<file path="config.mk">
export PLATFORM = sky130hd
export DESIGN_NAME = button_counter
export DESIGN_NICKNAME = d
export VERILOG_FILES = /design/src/rtl/button_counter_pkg.sv /design/src/rtl/button_counter_debounce.sv /design/src/rtl/button_counter.sv
export SDC_FILE = /design/constraint.sdc
export NUM_CORES = 1
export LEC_CHECK = 0
export ABC_CLOCK_PERIOD_IN_PS = 11220
export CORE_ASPECT_RATIO = 0.7
export CORE_MARGIN = 5
export CORE_UTILIZATION = 63
export DETAILED_ROUTE_END_ITERATION = 6
export GPL_TIMING_DRIVEN = 0
export PLACE_DENSITY = 0.89
export SKIP_LAST_GASP = 1
export SLEW_MARGIN = 20
export SYNTH_ARGS = -nofsm -noshare
export SYNTH_HDL_FRONTEND = slang
export SYNTH_SLANG_ARGS = --single-unit
</file>
<file path="constraint.sdc">
create_clock -name clk -period 11.22 [get_ports clk]
set_input_delay 1.683 -clock clk [delete_from_list [all_inputs] [get_ports clk]]
set_output_delay 1.683 -clock clk [all_outputs]
set_load 0.05 [all_outputs]
</file>
<file path="src/rtl/button_counter_pkg.sv">
// Shared constants for the push-button BCD counter: active-low 7-segment glyphs
// and the role assigned to each button input.
package button_counter_pkg;

    // Segment order {dp,g,f,e,d,c,b,a}, active-low, decimal point off.
    localparam logic [7:0] GLYPH_0     = 8'hC0;
    localparam logic [7:0] GLYPH_1     = 8'hF9;
    localparam logic [7:0] GLYPH_2     = 8'hA4;
    localparam logic [7:0] GLYPH_3     = 8'hB0;
    localparam logic [7:0] GLYPH_4     = 8'h99;
    localparam logic [7:0] GLYPH_5     = 8'h92;
    localparam logic [7:0] GLYPH_6     = 8'h82;
    localparam logic [7:0] GLYPH_7     = 8'hF8;
    localparam logic [7:0] GLYPH_8     = 8'h80;
    localparam logic [7:0] GLYPH_9     = 8'h90;
    localparam logic [7:0] GLYPH_BLANK = 8'hFF;

    localparam int BTN_INC   = 0;
    localparam int BTN_DEC   = 1;
    localparam int BTN_CLR   = 2;
    localparam int BTN_BLANK = 3;

    // Non-decimal codes cannot be produced by the counter; show them dark.
    function automatic logic [7:0] glyph_of(input logic [3:0] digit);
        logic [7:0] g;
        case (digit)
            4'd0:    g = GLYPH_0;
            4'd1:    g = GLYPH_1;
            4'd2:    g = GLYPH_2;
            4'd3:    g = GLYPH_3;
            4'd4:    g = GLYPH_4;
            4'd5:    g = GLYPH_5;
            4'd6:    g = GLYPH_6;
            4'd7:    g = GLYPH_7;
            4'd8:    g = GLYPH_8;
            4'd9:    g = GLYPH_9;
            default: g = GLYPH_BLANK;
        endcase
        return g;
    endfunction

endpackage

</file>
<file path="src/rtl/button_counter_debounce.sv">
// One button: two-flop synchronizer, stability counter, debounced level and a
// single-cycle pulse on each accepted press.
module button_debounce
    import button_counter_pkg::*;
#(
    parameter int DEBOUNCE_BITS = 18
) (
    input  logic clk,
    input  logic rst,
    input  logic button,
    output logic pressed,
    output logic press
);

    logic [1:0]               sync_r;
    logic [DEBOUNCE_BITS-1:0] cnt_r;
    logic                     pressed_r;
    logic                     pressed_d_r;
    logic                     press_r;

    // Synchronize, qualify the new level over the full interval, edge-detect presses.
    always_ff @(posedge clk or posedge rst) begin
        if (rst) begin
            sync_r      <= 2'b00;
            cnt_r       <= '0;
            pressed_r   <= 1'b0;
            pressed_d_r <= 1'b0;
            press_r     <= 1'b0;
        end else begin
            // Pin is active-low; invert at the first flop so everything after is active-high.
            sync_r <= {sync_r[0], ~button};
            if (sync_r[1] == pressed_r) begin
                cnt_r <= '0;
            end else if (&cnt_r) begin
                pressed_r <= sync_r[1];
                cnt_r     <= '0;
            end else begin
                cnt_r <= cnt_r + DEBOUNCE_BITS'(1);
            end
            pressed_d_r <= pressed_r;
            press_r     <= pressed_r & ~pressed_d_r;
        end
    end

    assign pressed = pressed_r;
    assign press   = press_r;

endmodule

</file>
<file path="src/rtl/button_counter.sv">
// Debounced buttons drive a wrapping BCD counter whose digits are presented as
// registered active-low 7-segment patterns, with a toggleable blank.
module button_counter
    import button_counter_pkg::*;
#(
    parameter int NUM_DIGITS    = 3,
    parameter int NUM_SEGS      = 8,
    parameter int NUM_BUTTONS   = 4,
    parameter int DEBOUNCE_BITS = 18
) (
    input  logic                           clk,
    input  logic                           rst,
    input  logic [NUM_BUTTONS-1:0]         BUTTON,
    output logic [NUM_BUTTONS-1:0]         PRESSED,
    output logic [NUM_BUTTONS-1:0]         PRESS,
    output logic [4*NUM_DIGITS-1:0]        VALUE,
    output logic [NUM_SEGS*NUM_DIGITS-1:0] SEGS
);

    logic [NUM_BUTTONS-1:0]         pressed_s;
    logic [NUM_BUTTONS-1:0]         press_s;
    logic [4*NUM_DIGITS-1:0]        value_r;
    logic [4*NUM_DIGITS-1:0]        value_next_s;
    logic                           blank_r;
    logic                           blank_next_s;
    logic [NUM_SEGS*NUM_DIGITS-1:0] segs_r;
    logic [NUM_SEGS*NUM_DIGITS-1:0] segs_next_s;
    logic                           inc_s;
    logic                           dec_s;

    for (genvar b = 0; b < NUM_BUTTONS; b++) begin : g_btn
        button_debounce #(
            .DEBOUNCE_BITS(DEBOUNCE_BITS)
        ) u_debounce (
            .clk    (clk),
            .rst    (rst),
            .button (BUTTON[b]),
            .pressed(pressed_s[b]),
            .press  (press_s[b])
        );
    end

    // Digit-serial carry/borrow ripple; a digit changes only while the chain is live.
    function automatic logic [4*NUM_DIGITS-1:0] bcd_step(
        input logic [4*NUM_DIGITS-1:0] v,
        input logic                    up
    );
        logic [4*NUM_DIGITS-1:0] r;
        logic [3:0]              d;
        logic                    chain;
        r     = v;
        chain = 1'b1;
        for (int k = 0; k < NUM_DIGITS; k++) begin
            d = v[4*k +: 4];
            if (chain) begin
                if (up) begin
                    if (d >= 4'd9) begin
                        d     = 4'd0;
                        chain = 1'b1;
                    end else begin
                        d     = d + 4'd1;
                        chain = 1'b0;
                    end
                end else begin
                    if (d == 4'd0) begin
                        d     = 4'd9;
                        chain = 1'b1;
                    end else begin
                        d     = d - 4'd1;
                        chain = 1'b0;
                    end
                end
            end else begin
                chain = 1'b0;
            end
            r[4*k +: 4] = d;
        end
        return r;
    endfunction

    assign inc_s = press_s[BTN_INC];
    assign dec_s = press_s[BTN_DEC];

    // Next counter value: clear wins, simultaneous inc+dec cancel.
    always_comb begin
        value_next_s = value_r;
        blank_next_s = blank_r ^ press_s[BTN_BLANK];
        if (press_s[BTN_CLR]) begin
            value_next_s = '0;
        end else if (inc_s && !dec_s) begin
            value_next_s = bcd_step(value_r, 1'b1);
        end else if (dec_s && !inc_s) begin
            value_next_s = bcd_step(value_r, 1'b0);
        end else begin
            value_next_s = value_r;
        end
    end

    // Segment patterns for the current value, or all dark when blanked.
    always_comb begin
        segs_next_s = '1;
        if (blank_r) begin
            segs_next_s = '1;
        end else begin
            for (int k = 0; k < NUM_DIGITS; k++) begin
                segs_next_s[NUM_SEGS*k +: NUM_SEGS] = NUM_SEGS'(glyph_of(value_r[4*k +: 4]));
            end
        end
    end

    // Counter, blank flag and display registers.
    always_ff @(posedge clk or posedge rst) begin
        if (rst) begin
            value_r <= '0;
            blank_r <= 1'b0;
            segs_r  <= {NUM_DIGITS{NUM_SEGS'(GLYPH_0)}};
        end else begin
            value_r <= value_next_s;
            blank_r <= blank_next_s;
            segs_r  <= segs_next_s;
        end
    end

    assign PRESSED = pressed_s;
    assign PRESS   = press_s;
    assign VALUE   = value_r;
    assign SEGS    = segs_r;

endmodule

</file>
==> results of run 1 <==
==> cell usage after synthesis (all sizes together) (7+ instances only) <==
| cell type | number | area share [%] |
|---|---|---|
| dfrtp | 123 | 48 |
| nor2 | 84 | 4.9 |
| a21oi | 42 | 3.3 |
| nand2 | 37 | 2.2 |
| xor2 | 31 | 4.2 |
| inv | 28 | 1.6 |
| xnor2 | 27 | 3.7 |
| nand4 | 26 | 2.5 |
| nand3 | 25 | 2.0 |
| ha | 23 | 4.5 |
| o21bai | 23 | 2.8 |
| buf | 18 | 2.0 |
| clkbuf | 17 | 0.99 |
| o21ai | 16 | 1.2 |
| and4 | 14 | 1.9 |
| nor3 | 12 | 1.1 |
| or3 | 12 | 1.2 |
| nand2b | 10 | 0.98 |
| mux2 | 7 | 1.2 |
==> sequential cells by signal, indices dropped and copies added, names as in the netlist <==
name                          count
VALUE                            12
g_btn.u_debounce.press            4
g_btn.u_debounce.cnt_r           72
blank_r                           1
SEGS                             21
g_btn.u_debounce.pressed_d_r      4
g_btn.u_debounce.sync_r           8
g_btn.u_debounce.pressed          4
==> cells in the final DEF (no fill, tap or decap), types with 6 or more instances in the layout <==
master,Yosys,routed
sky130_fd_sc_hd__a21oi_1,42,42
sky130_fd_sc_hd__and3_1,6,6
sky130_fd_sc_hd__and4_1,14,14
sky130_fd_sc_hd__buf_4,12,12
sky130_fd_sc_hd__clkbuf_1,17,17
sky130_fd_sc_hd__clkbuf_16,0,17
sky130_fd_sc_hd__clkdlybuf4s50_1,0,46
sky130_fd_sc_hd__dfrtp_1,123,123
sky130_fd_sc_hd__ha_1,23,23
sky130_fd_sc_hd__inv_1,28,27
sky130_fd_sc_hd__mux2_2,7,7
sky130_fd_sc_hd__nand2_1,37,37
sky130_fd_sc_hd__nand2b_1,10,10
sky130_fd_sc_hd__nand3_1,25,25
sky130_fd_sc_hd__nand4_1,26,26
sky130_fd_sc_hd__nor2_1,84,84
sky130_fd_sc_hd__nor3_1,11,11
sky130_fd_sc_hd__nor3b_1,6,6
sky130_fd_sc_hd__nor4_1,6,6
sky130_fd_sc_hd__o21ai_0,16,16
sky130_fd_sc_hd__o21bai_1,22,22
sky130_fd_sc_hd__or3_1,12,12
sky130_fd_sc_hd__xnor2_1,27,27
sky130_fd_sc_hd__xor2_1,31,31
==> cells by family (layout without fill, tap and decap cells) <==
| family | Yosys count | count (layout) | share of synthesized area (%) |
|---|---|---|---|
| simple gates | 260 | 260 | 21.2 |
| flops | 126 | 126 | 49.2 |
| compound gates | 109 | 109 | 11.0 |
| buf+inv | 63 | 142 | 4.58 |
| xor+xnor | 58 | 58 | 7.92 |
| fa+ha+maj | 23 | 23 | 4.49 |
| mux | 9 | 9 | 1.54 |
| other cells | 1 | 3 | 0.0585 |
==> power groups by stage <==
stage	Sequential [mW]	Clock [mW]	Combinational [mW]
finish	0.465	0.565	0.0279
global route	0.465	0.591	0.0323
CTS	0.464	0.568	0.0286
detailed placement	0.472	0	0.0285
global placement	0.472	0	0.0259
floorplan	0.471	0	0.0201
==> metal layers <==
metal  track usage (%)  vias up  part of all wire, %
met5                 0        -                    0
met4              6.93        0                  1.2
met3              6.05       24                  5.9
met2              40.4      178                   49
met1              31.8     2442                   44
li1                  -     2393                    -
==> area by class of cell <==
cell class / count / area (um2)
buffer: 35 / 189
clock buffer: 19 / 453
clock inverter: 13 / 164
fill: 622 / 2140
inverter: 28 / 110
multi-input combinational: 462 / 2970
sequential: 126 / 3160
tap: 128 / 160
timing repair buffer: 47 / 488
==> critical path, delay by kind of cell, from the launching register on <==
family	cells	cell delay, ns
buffers and inverters	2	0.96
DFF	1	0.52
==> metrics by stage <==
stage,utilization (%),cell area [um2],hold WS (ns),total power [mW]
detailed placement,71.9,7070,0.335,0.501
global route,78.2,7690,0.351,1.09
CTS,78.2,7690,0.348,1.06
finish,78.2,7690,0.348,1.06
floorplan,-,6420,0.331,0.491
global placement,71.6,7040,0.333,0.498
==> worst paths after layout <==
kind	startpoint	end
max in group asynchronous	rst	g_btn[0].u_debounce.cnt_r[15]$_DFF_PP0_
worst min register to register	g_btn[3].u_debounce.sync_r[0]$_DFF_PP0_	g_btn[3].u_debounce.sync_r[1]$_DFF_PP0_
worst max-delay path	g_btn[2].u_debounce.press$_DFF_PP0_	PRESS[2]
worst min-delay path	g_btn[3].u_debounce.sync_r[0]$_DFF_PP0_	g_btn[3].u_debounce.sync_r[1]$_DFF_PP0_
min in group asynchronous	rst	g_btn[1].u_debounce.press$_DFF_PP0_
worst max register to register	VALUE[1]$_DFFE_PP0P_	VALUE[11]$_DFFE_PP0P_
==> run summary, run 1 <==
======================================================================================
Headroom to the max-slew limit                                                   38.2%
Power per unit of standard cell area                                        138 mW/mm2
Critical path data required time                                               9.54 ns
Wire length of the first global-routing pass                                  23900 um
Post-Syn Instances                                                                 649
Final-report setup violation count                                                   0
DRC                                                                                  0
Number of sinks handled by clock tree synthesis                                    126
Type of the setup path with the least slack                                    reg2out
Detailed Routing Iterations Pass 1                                                   5
Die extent in y                                                                94.4 um
Remaining Overflow, GRT                                                              0
Worst reg2reg setup slack                                                      8.82 ns
Final Max Slew Viols                                                                 0
Final critical path time including I/O delays and setup                        3.58 ns
Worst hold path class                                                          reg2reg
Diode count                                                                          0
Final std cells w/o fill                                                           858
Resize count post-CTS                                                                0
Post-route worst setup slack                                                   7.64 ns
First DRT Iteration DRCs                                                           409
Critical-path cell with the highest stage delay                           sky130_fd_sc_hd__clkdlybuf4s50_1
Area of the placeable core                                                 0.00983 mm2
HPWL reported at the end of detailed placement                                 9540 um
Number of global-route vias before repair                                         5022
Net Sw Frac                                                                      21.6%
Clock tree from TritonCTS                                                        built
Number of storage elements in the synthesis netlist                                126
# rows                                                                              30
Tot GR Track Use                                                                 24.3%
Ys Warns                                                                             0
I/O Pins                                                                            50
Sequential-to-total area share from yosys stat                                   49.2%
DR vias                                                                           5037
Die area                                                                    0.0123 mm2
Root cell of the clock tree                                               sky130_fd_sc_hd__clkbuf_16
Top_reg_cell synth                                                        sky130_fd_sc_hd__dfrtp_1
Number of buffers created by CTS                                                    17
Hold Path Stages                                                                     0
Number of synthesized flops with an enable pin                                       0
Internal power                                                                  829 uW
Clock latency on the worst-skew pair                                           0.42 ns
Starting density of the core                                                     65.2%
TNS Setup                                                                         0 ns
Setup repair after global routing missed its margin                              false
IR drop worst, VDD                                                            0.100 mV
Maximum level of the CTS H-tree                                                      4
Worst slack, placed                                                            8.08 ns
Switching power                                                                 229 uW
Cells along the critical path                                             buf_4 -> clkdlybuf4s50_1
Clock share of power                                                             53.4%
Number of distinct standard cells referenced by the synthesized netlist             58
Placed instance count                                                              826
Post-synthesis area per instance                                              9.88 um2
Count of hold buffers inserted by post-cts repair                                    0
Element type at the critical path start                                      flip-flop
Detailed Route WL                                                             14100 um
Top achievable clock speed                                                     279 MHz
Result of the run                                                         complete, no violations
P_leak                                                                         3.38 nW
Worst Max-Slew Pin Slew                                                       0.920 ns
Mean number of vias per cell                                                      5.87
Data arrival time of the critical path                                         1.90 ns
Die width                                                                       131 um
Crit. End Element                                                         primary output
Async S/R FF share, synth                                                         100%
Clk pin slew, worst setup/hold paths                                           0.06 ns
Combinational Power Share                                                         2.6%
Critical path peak fanout                                                            8
Number of cells traversed by the worst register-to-register path                     6
Maximum number of pins on one net before global-route repair                        79
Net count of the finished layout                                                   746
Flop pwr share                                                                   43.9%
Number of antenna violations at the first check in global routing                    0
Delay of the slowest cell on the worst path                                    0.79 ns
Number of violations of the max-capacitance limit                                    0
Area added between synthesis and finish                                          19.9%
Setup clock skew after layout                                               0.00649 ns
Tcrit/Tclk final                                                                 31.9%
Number of routed nets with antenna violations                                        0
Placer congestion estimate                                                       0.899
Count of buffers inserted at the top-level ports                                    46
Post-Syn Area                                                              0.00641 mm2
Routed length per placed instance                                              16.4 um
Fraction of final layout cells with drive strength greater than 1                10.0%
Maximum buffer depth of the clock tree                                               2
Count of buffers added by post-CTS timing repair for setup                           0
Final hold vios                                                                      0
======================================================================================
No activity file was read; power rests on OpenSTA's default activity.
==> inputs of run 2 (changes only) <==
--- a/config.mk
+++ b/config.mk
@@ -5,13 +5,13 @@
 export SDC_FILE = /design/constraint.sdc
 export NUM_CORES = 1
 export LEC_CHECK = 0
-export ABC_CLOCK_PERIOD_IN_PS = 11220
+export ABC_CLOCK_PERIOD_IN_PS = 3600
 export CORE_ASPECT_RATIO = 0.7
 export CORE_MARGIN = 5
-export CORE_UTILIZATION = 63
+export CORE_UTILIZATION = 59
 export DETAILED_ROUTE_END_ITERATION = 6
 export GPL_TIMING_DRIVEN = 0
-export PLACE_DENSITY = 0.89
+export PLACE_DENSITY = 0.85
 export SKIP_LAST_GASP = 1
 export SLEW_MARGIN = 20
 export SYNTH_ARGS = -nofsm -noshare
==> constraint.sdc (replaced) <==
create_clock -name clk -period 3.6 [get_ports clk]
set_input_delay 0.54 -clock clk [delete_from_list [all_inputs] [get_ports clk]]
set_output_delay 0.54 -clock clk [all_outputs]
set_load 0.05 [all_outputs]
==> run 2 against run 1 <==
  * Sequential share of layout area is essentially flat
  * Worst setup slack lost 6.5 ns
  * Global-route usage shrank 3.1 points
  * Die area grew 6.2%
  * Register-to-register slack lost 7.7 ns
  * Non-clock buffer count grew 2
  * Power grew to 3.0 times the previous value
  * Cell area is essentially flat
  * Hold slack lost 0.0019 ns
==> run summary, run 2 (synthesis gave the netlist of run 1 again) <==
================================================================================
Result of the run                                                   complete, no violations
Tot GR Track Use                                                           21.2%   -3.1 points
Register cell area after layout                                      0.00316 mm2   unchanged
Die width                                                                 135 um   +3.1%
Number of buffers created by CTS                                              17   unchanged
Final std cells w/o fill                                                     863   +0.58%
Mean number of vias per cell                                                5.79   -1.4%
Detailed Route WL                                                       13500 um   -3.8%
Number of violations of the max-capacitance limit                              0   unchanged
Number of routed nets with antenna violations                                  0   unchanged
Type of the setup path with the least slack                              reg2reg
IR drop worst, VDD                                                      0.311 mV   +210%
I/O Pins                                                                      50   unchanged
Clock latency on the worst-skew pair                                     0.42 ns   about the same
Fraction of final layout cells with drive strength greater than 1          9.99%   -0.014 points
Diode count                                                                    0   unchanged
Critical path data required time                                         3.90 ns   -5.64 ns
Placer congestion estimate                                                 0.924   +2.7%
Final Core Density                                                         73.4%   -4.8 points
Final-report setup violation count                                             0   unchanged
Area added between synthesis and finish                                    19.8%   about the same
Resize count post-CTS                                                          0   unchanged
Largest Register                                                    g_btn.u_debounce.cnt_r
Filler Cells Inserted                                                        698   +12%
Critical-path cell with the highest stage delay                     sky130_fd_sc_hd__nor4_1
WP buf/inv                                                                     1   -1
Maximum buffer depth of the clock tree                                         2   unchanged
Starting density of the core                                               61.2%   -4.0 points
Detailed Routing Iterations Pass 1                                             5   unchanged
Routed length per placed instance                                        15.7 um   -4.4%
Number of global-route vias before repair                                   4877   -2.9%
Critical path peak fanout                                                      9   +1
Worst reg2reg setup slack                                                1.16 ns   -7.66 ns
Data arrival time of the critical path                                   2.73 ns   +0.83 ns
Net count of the finished layout                                             748   +0.27%
Root cell of the clock tree                                         sky130_fd_sc_hd__clkbuf_16
Die area                                                              0.0131 mm2   +6.2%
Final hold vios                                                                0   unchanged
Number of antenna violations at the first check in global routing              0   unchanged
Number of sinks handled by clock tree synthesis                              126   unchanged
DR vias                                                                     4994   -0.85%
Top achievable clock speed                                               411 MHz
Worst Max-Slew Pin Slew                                                 0.790 ns   -0.130 ns
Family with the most delay on the worst path                        simple AND/OR/NAND/NOR gates
Clock tree from TritonCTS                                                  built
Die extent in y                                                          97.2 um   +3.0%
Delay of the slowest cell on the worst path                              0.59 ns   -0.20 ns
# rows                                                                        31   +3.3%
Tcrit/Tclk final                                                           67.6%
Leading cell type in the layout, fill and taps excluded             sky130_fd_sc_hd__dfrtp_1
Cells along the critical path                                       inv_1 -> ha_1 -> nor3b_1 -> nor4_1 -> nor2_1 -> o311a_1
Post-route cell area                                                 0.00768 mm2   about the same
Setup clock skew after layout                                         0.00810 ns   +0.00161 ns
TNS Setup                                                                   0 ns   unchanged
DRC                                                                            0   unchanged
PnR Total Power                                                          3.20 mW   +200%
Final critical path time including I/O delays and setup                  2.44 ns
Headroom to the max-slew limit                                             46.9%   +8.7 points
Final Max Slew Viols                                                           0   unchanged
Clk pin slew, worst setup/hold paths                                     0.05 ns   about the same
Worst hold path class                                                    reg2reg
Count of hold buffers inserted by post-cts repair                              0   unchanged
Placed instance count                                                        832   +0.73%
Most frequent cells in the layout                                   123 x sky130_fd_sc_hd__dfrtp_1, 84 x sky130_fd_sc_hd__nor2_1, 46 x sky130_fd_sc_hd__clkdlybuf4s50_1
Count of buffers added by post-CTS timing repair for setup                     0   unchanged
HPWL reported at the end of detailed placement                           9380 um   -1.7%
Remaining Overflow, GRT                                                        0   unchanged
Count of buffers inserted at the top-level ports                              46   unchanged
First DRT Iteration DRCs                                                     374   -8.6%
Maximum number of pins on one net before global-route repair                  36   -54%
Element type at the critical path start                                flip-flop
Crit. End Element                                                      flip-flop
Power per unit of standard cell area                                  417 mW/mm2   +200%
Maximum level of the CTS H-tree                                                4   unchanged
Cell Area, Placed                                                    0.00711 mm2   +0.51%
Max FFs per register                                                          72   unchanged
P_leak                                                                   3.38 nW   about the same
Wire length of the first global-routing pass                            22800 um   -4.3%
Area used by multi-input combinational logic                         0.00297 mm2   unchanged
Area of the placeable core                                            0.0105 mm2   +6.5%
Setup repair after global routing missed its margin                        false
================================================================================
run 2: cell types whose count changed in the layout (fill, tap and decap cells not counted), sizes merged:
cell	change
clkinvlp	-1
bufinv	-1
clkinv	+1
clkbuf	+1
inv	-1
buf	+2
run 2: worst register-to-register path: cells and delay by family (launching register included):
kind	cells	cell delay [ns]
simple gates	3	0.93
flops	1	0.53
compound gates	1	0.39
fa+ha+maj	1	0.28
buf+inv	1	0.19
run 2: cell type report:
type,instances,share of cell area [%]
flip-flops and latches,126,41.1
multi-input cells,462,38.7
repair buffers,49,6.77
clock buffers,20,5.94
plain buffers,35,2.46
well taps,132,2.15
clock inverters,11,1.51
inverters,28,1.42
run 2: worst paths after layout:
path | start | to | cells past startpoint
worst max-delay path | VALUE[5]$_DFFE_PP0P_ | VALUE[11]$_DFFE_PP0P_ | 6
worst min-delay path | g_btn[0].u_debounce.sync_r[0]$_DFF_PP0_ | g_btn[0].u_debounce.sync_r[1]$_DFF_PP0_ | 0
worst max register to register | VALUE[5]$_DFFE_PP0P_ | VALUE[11]$_DFFE_PP0P_ | 6
worst min register to register | g_btn[0].u_debounce.sync_r[0]$_DFF_PP0_ | g_btn[0].u_debounce.sync_r[1]$_DFF_PP0_ | 0
max in group asynchronous | rst | SEGS[14]$_DFF_PP1_ | 4
min in group asynchronous | rst | g_btn[3].u_debounce.pressed$_DFFE_PP0P_ | 2
run 2: per-layer routing:
metal	global-route usage [%]	wire (um)	share of wire (%)
met1	28.2	6020	44
met2	34.3	6570	49
met3	3.99	633	4.7
met4	8.84	302	2.2
met5	0	0	0
run 2: stage by stage:
stage	setup WS, ns	hold slack (ns)
final	1.16	0.346
after global routing	1.08	0.362
after CTS	1.16	0.347
after detailed placement	1.31	0.335
after global placement	0.459	0.332
after floorplan	1.26	0.331
run 2: report_power, final:
part	switching (mW)	internal, mW	leakage [nW]	total (mW)
Clock	0.619	1.04	0.278	1.66
Combinational	0.0625	0.0292	1.38	0.0917
Sequential	0.0139	1.43	1.72	1.45
Total	0.695	2.51	3.38	3.20
==> inputs of run 3 (changes only) <==
--- a/config.mk
+++ b/config.mk
@@ -5,7 +5,7 @@
 export SDC_FILE = /design/constraint.sdc
 export NUM_CORES = 1
 export LEC_CHECK = 0
-export ABC_CLOCK_PERIOD_IN_PS = 3600
+export ABC_CLOCK_PERIOD_IN_PS = 2400
 export CORE_ASPECT_RATIO = 0.7
 export CORE_MARGIN = 5
 export CORE_UTILIZATION = 59
==> constraint.sdc (replaced) <==
create_clock -name clk -period 2.4 [get_ports clk]
set_input_delay 0.36 -clock clk [delete_from_list [all_inputs] [get_ports clk]]
set_output_delay 0.36 -clock clk [all_outputs]
set_load 0.05 [all_outputs]
==> run 3 against run 2 <==
  * Critical endpoint is now VALUE[8]$_DFFE_PP0P_
  * Core utilization grew 0.11 points
  * Critical path depth is the same
  * Sequential power grew 50%
  * Sequential share of layout area shrank 0.060 points
  * Largest cell class unchanged
  * Clock power grew 50%
  * Register-to-register slack lost 1.1 ns
  * Via count grew 0.84%
  * Clock skew shrank 0.0017 ns
==> run summary, run 3 (synthesis gave the netlist of run 1 again) <==
================================================================================
Final std cells w/o fill                                                     863   unchanged
Count of buffers inserted at the top-level ports                              46   unchanged
Worst slack, placed                                                     0.112 ns   -1.20 ns
Internal power                                                           3.76 mW   +50%
Crit. End Element                                                      flip-flop
Die extent in y                                                          97.2 um   unchanged
Type of the setup path with the least slack                              reg2reg
HPWL reported at the end of detailed placement                           9380 um   unchanged
Detailed Routing Iterations Pass 1                                             5   unchanged
DRC                                                                            0   unchanged
TNS Setup                                                                   0 ns   unchanged
Max FFs per register                                                          72   unchanged
Delay of the slowest cell on the worst path                              0.49 ns   -0.10 ns
Element type at the critical path start                                flip-flop
Worst reg2reg setup slack                                                0.06 ns   -1.10 ns
Worst hold path class                                                    reg2reg
Most frequent cells in the layout                                   123 x sky130_fd_sc_hd__dfrtp_1, 84 x sky130_fd_sc_hd__nor2_1, 46 x sky130_fd_sc_hd__clkdlybuf4s50_1
Remaining Overflow, GRT                                                        0   unchanged
Final hold vios                                                                0   unchanged
Fraction of final layout cells with drive strength greater than 1          10.3%   +0.27 points
Tcrit/Tclk final                                                           97.4%   +30 points
Worst Max-Slew Pin Slew                                                 0.799 ns   +0.00939 ns
Leading cell type in the layout, fill and taps excluded             sky130_fd_sc_hd__dfrtp_1
Root cell of the clock tree                                         sky130_fd_sc_hd__clkbuf_16
Critical path data required time                                         2.70 ns   -1.20 ns
Number of global-route vias before repair                                   4877   unchanged
Final critical path time including I/O delays and setup                  2.34 ns   -0.0976 ns
Critical-path cell with the highest stage delay                     sky130_fd_sc_hd__dfrtp_1
Critical path peak fanout                                                      9   unchanged
Die area                                                              0.0131 mm2   unchanged
Maximum level of the CTS H-tree                                                4   unchanged
Clock latency on the worst-skew pair                                     0.42 ns   about the same
Metal1 wirelength                                                        5970 um   -0.80%
Area added between synthesis and finish                                    20.0%
Met3 routed wirelength                                                    634 um   +0.16%
Flop pwr share                                                             45.3%   about the same
Detailed Route WL                                                       13500 um   -0.25%
R2r startpoint                                                      VALUE[5]$_DFFE_PP0P_
Post-route worst setup slack                                           0.0623 ns   -1.10 ns
Setup repair after global routing missed its margin                        false
Endpoint of the worst register-to-register path                     VALUE[8]$_DFFE_PP0P_
Final Max Slew Viols                                                           0   unchanged
P_leak                                                                   3.39 nW   about the same
Hold Worst Slack                                                        0.346 ns   -0.0000160 ns
Routed length per placed instance                                        15.6 um   -0.25%
Die width                                                                 135 um   unchanged
Largest Register                                                    g_btn.u_debounce.cnt_r
Hold Path Stages                                                               0   unchanged
Met2 wire length                                                         6590 um   +0.26%
Setup clock skew after layout                                         0.00644 ns   -0.00166 ns
Placed instance count                                                        832   unchanged
Filler Cells Inserted                                                        693   -0.72%
Net Sw Frac                                                                21.6%   -0.12 points
Endpoint of the worst hold-timing path                              g_btn[0].u_debounce.sync_r[1]$_DFF_PP0_
Start point of the worst hold path                                  g_btn[0].u_debounce.sync_r[0]$_DFF_PP0_
Maximum buffer depth of the clock tree                                         2   unchanged
First DRT Iteration DRCs                                                     385   +2.9%
Maximum number of pins on one net before global-route repair                  36   unchanged
Diode count                                                                    0   unchanged
Number of cells traversed by the worst register-to-register path               6   unchanged
Number of buffers created by CTS                                              17   unchanged
Switching power                                                          1.04 mW   +49%
Cells along the critical path                                       inv_1 -> ha_1 -> nor3b_1 -> nor4_2 -> nor3_1 -> mux2_2
Mean number of vias per cell                                                5.84   +0.84%
Wire length of the first global-routing pass                            22800 um   unchanged
Starting density of the core                                               61.2%   unchanged
Placer congestion estimate                                                 0.924   unchanged
# rows                                                                        31   unchanged
Top layer in use                                                            met4
DR vias                                                                     5036   +0.84%
Clock tree from TritonCTS                                                  built
Clk pin slew, worst setup/hold paths                                     0.05 ns   about the same
Area of the placeable core                                            0.0105 mm2   unchanged
Number of sinks handled by clock tree synthesis                              126   unchanged
Clock share of power                                                       51.9%   about the same
I/O Pins                                                                      50   unchanged
Data arrival time of the critical path                                   2.64 ns   -0.09 ns
Final-report setup violation count                                             0   unchanged
Headroom to the max-slew limit                                             46.3%   -0.63 points
Result of the run                                                   complete, no violations
Tot GR Track Use                                                           21.2%   unchanged
IR drop worst, VDD                                                      0.465 mV   +50%
Number of routed nets with antenna violations                                  0   unchanged
Top achievable clock speed                                               428 MHz   +4.2%
Power per unit of standard cell area                                  623 mW/mm2   +50%
PnR Total Power                                                          4.80 mW   +50%
Number of violations of the max-capacitance limit                              0   unchanged
Net count of the finished layout                                             748   unchanged
Number of antenna violations at the first check in global routing              0   unchanged
Combinational Power Share                                                   2.9%   about the same
================================================================================
==> run 3: cell counts in the layout (fill, tap and decap cells not counted) <==
No cell type changed its count.
==> run 3: timing repair <==
| item | in CTS | in global routing |
|---|---|---|
| hold buffers | 0 | 0 |
| endpoints found under the setup margin | 0 | 5 |
| buffers inserted | 0 | 0 |
| gates resized for setup | 0 | 2 |
==> run 3: worst max-delay path, delay by kind of cell, from the launching register on <==
family                   cells  cell delay [ns]
AND/OR/NAND/NOR              3             0.89
adder cells (fa/ha/maj)      1             0.27
flip-flops                   1             0.49
buffers and inverters        1             0.21
multiplexers                 1             0.37
==> run 3: worst max-delay path by stage <==
stage,from,end,slack [ns],cells past startpoint
2_1_floorplan,VALUE[1]$_DFFE_PP0P_,VALUE[11]$_DFFE_PP0P_,0.06,6
3_3_place_gp,rst,SEGS[12]$_DFF_PP0_,-0.56,2
3_5_place_dp,VALUE[1]$_DFFE_PP0P_,VALUE[4]$_DFFE_PP0P_,0.11,6
4_1_cts,VALUE[5]$_DFFE_PP0P_,VALUE[11]$_DFFE_PP0P_,0.04,6
5_1_grt,VALUE[5]$_DFFE_PP0P_,VALUE[10]$_DFFE_PP0P_,0.004,6
6_report,VALUE[5]$_DFFE_PP0P_,VALUE[8]$_DFFE_PP0P_,0.06,6
==> run 3: final cells by class <==
type | count | area (um2) | share of cell area [%]
repair buffers | 49 | 520 | 6.76
flip-flops and latches | 126 | 3160 | 41.0
multi-input cells | 462 | 2980 | 38.7
well taps | 132 | 165 | 2.15
clock inverters | 11 | 116 | 1.51
clock buffers | 20 | 457 | 5.93
plain buffers | 35 | 189 | 2.46
inverters | 28 | 109 | 1.41
==> run 3: per-layer routing <==
metal	GRT usage (%)	vias to the layer above
met3	3.99	29
met4	8.84	0
met5	0	-
met2	34.3	157
li1	-	2400
met1	28.2	2450
==> run 3: per-stage QoR <==
step	util, %	cell area (um2)
2_1_floorplan	-	6420
3_3_place_gp	67.3	7050
3_5_place_dp	67.9	7110
4_1_cts	73.4	7680
5_1_grt	73.5	7690
6_report	73.5	7690
==> run 3: power groups by stage <==
stage	sequential (mW)	combinational [mW]	clock, mW
final	2.17	0.137	2.49
after global routing	2.17	0.157	2.61
after CTS	2.17	0.142	2.52
after detailed placement	2.21	0.142	0
after global placement	2.21	0.123	0
after floorplan	2.20	0.0945	0
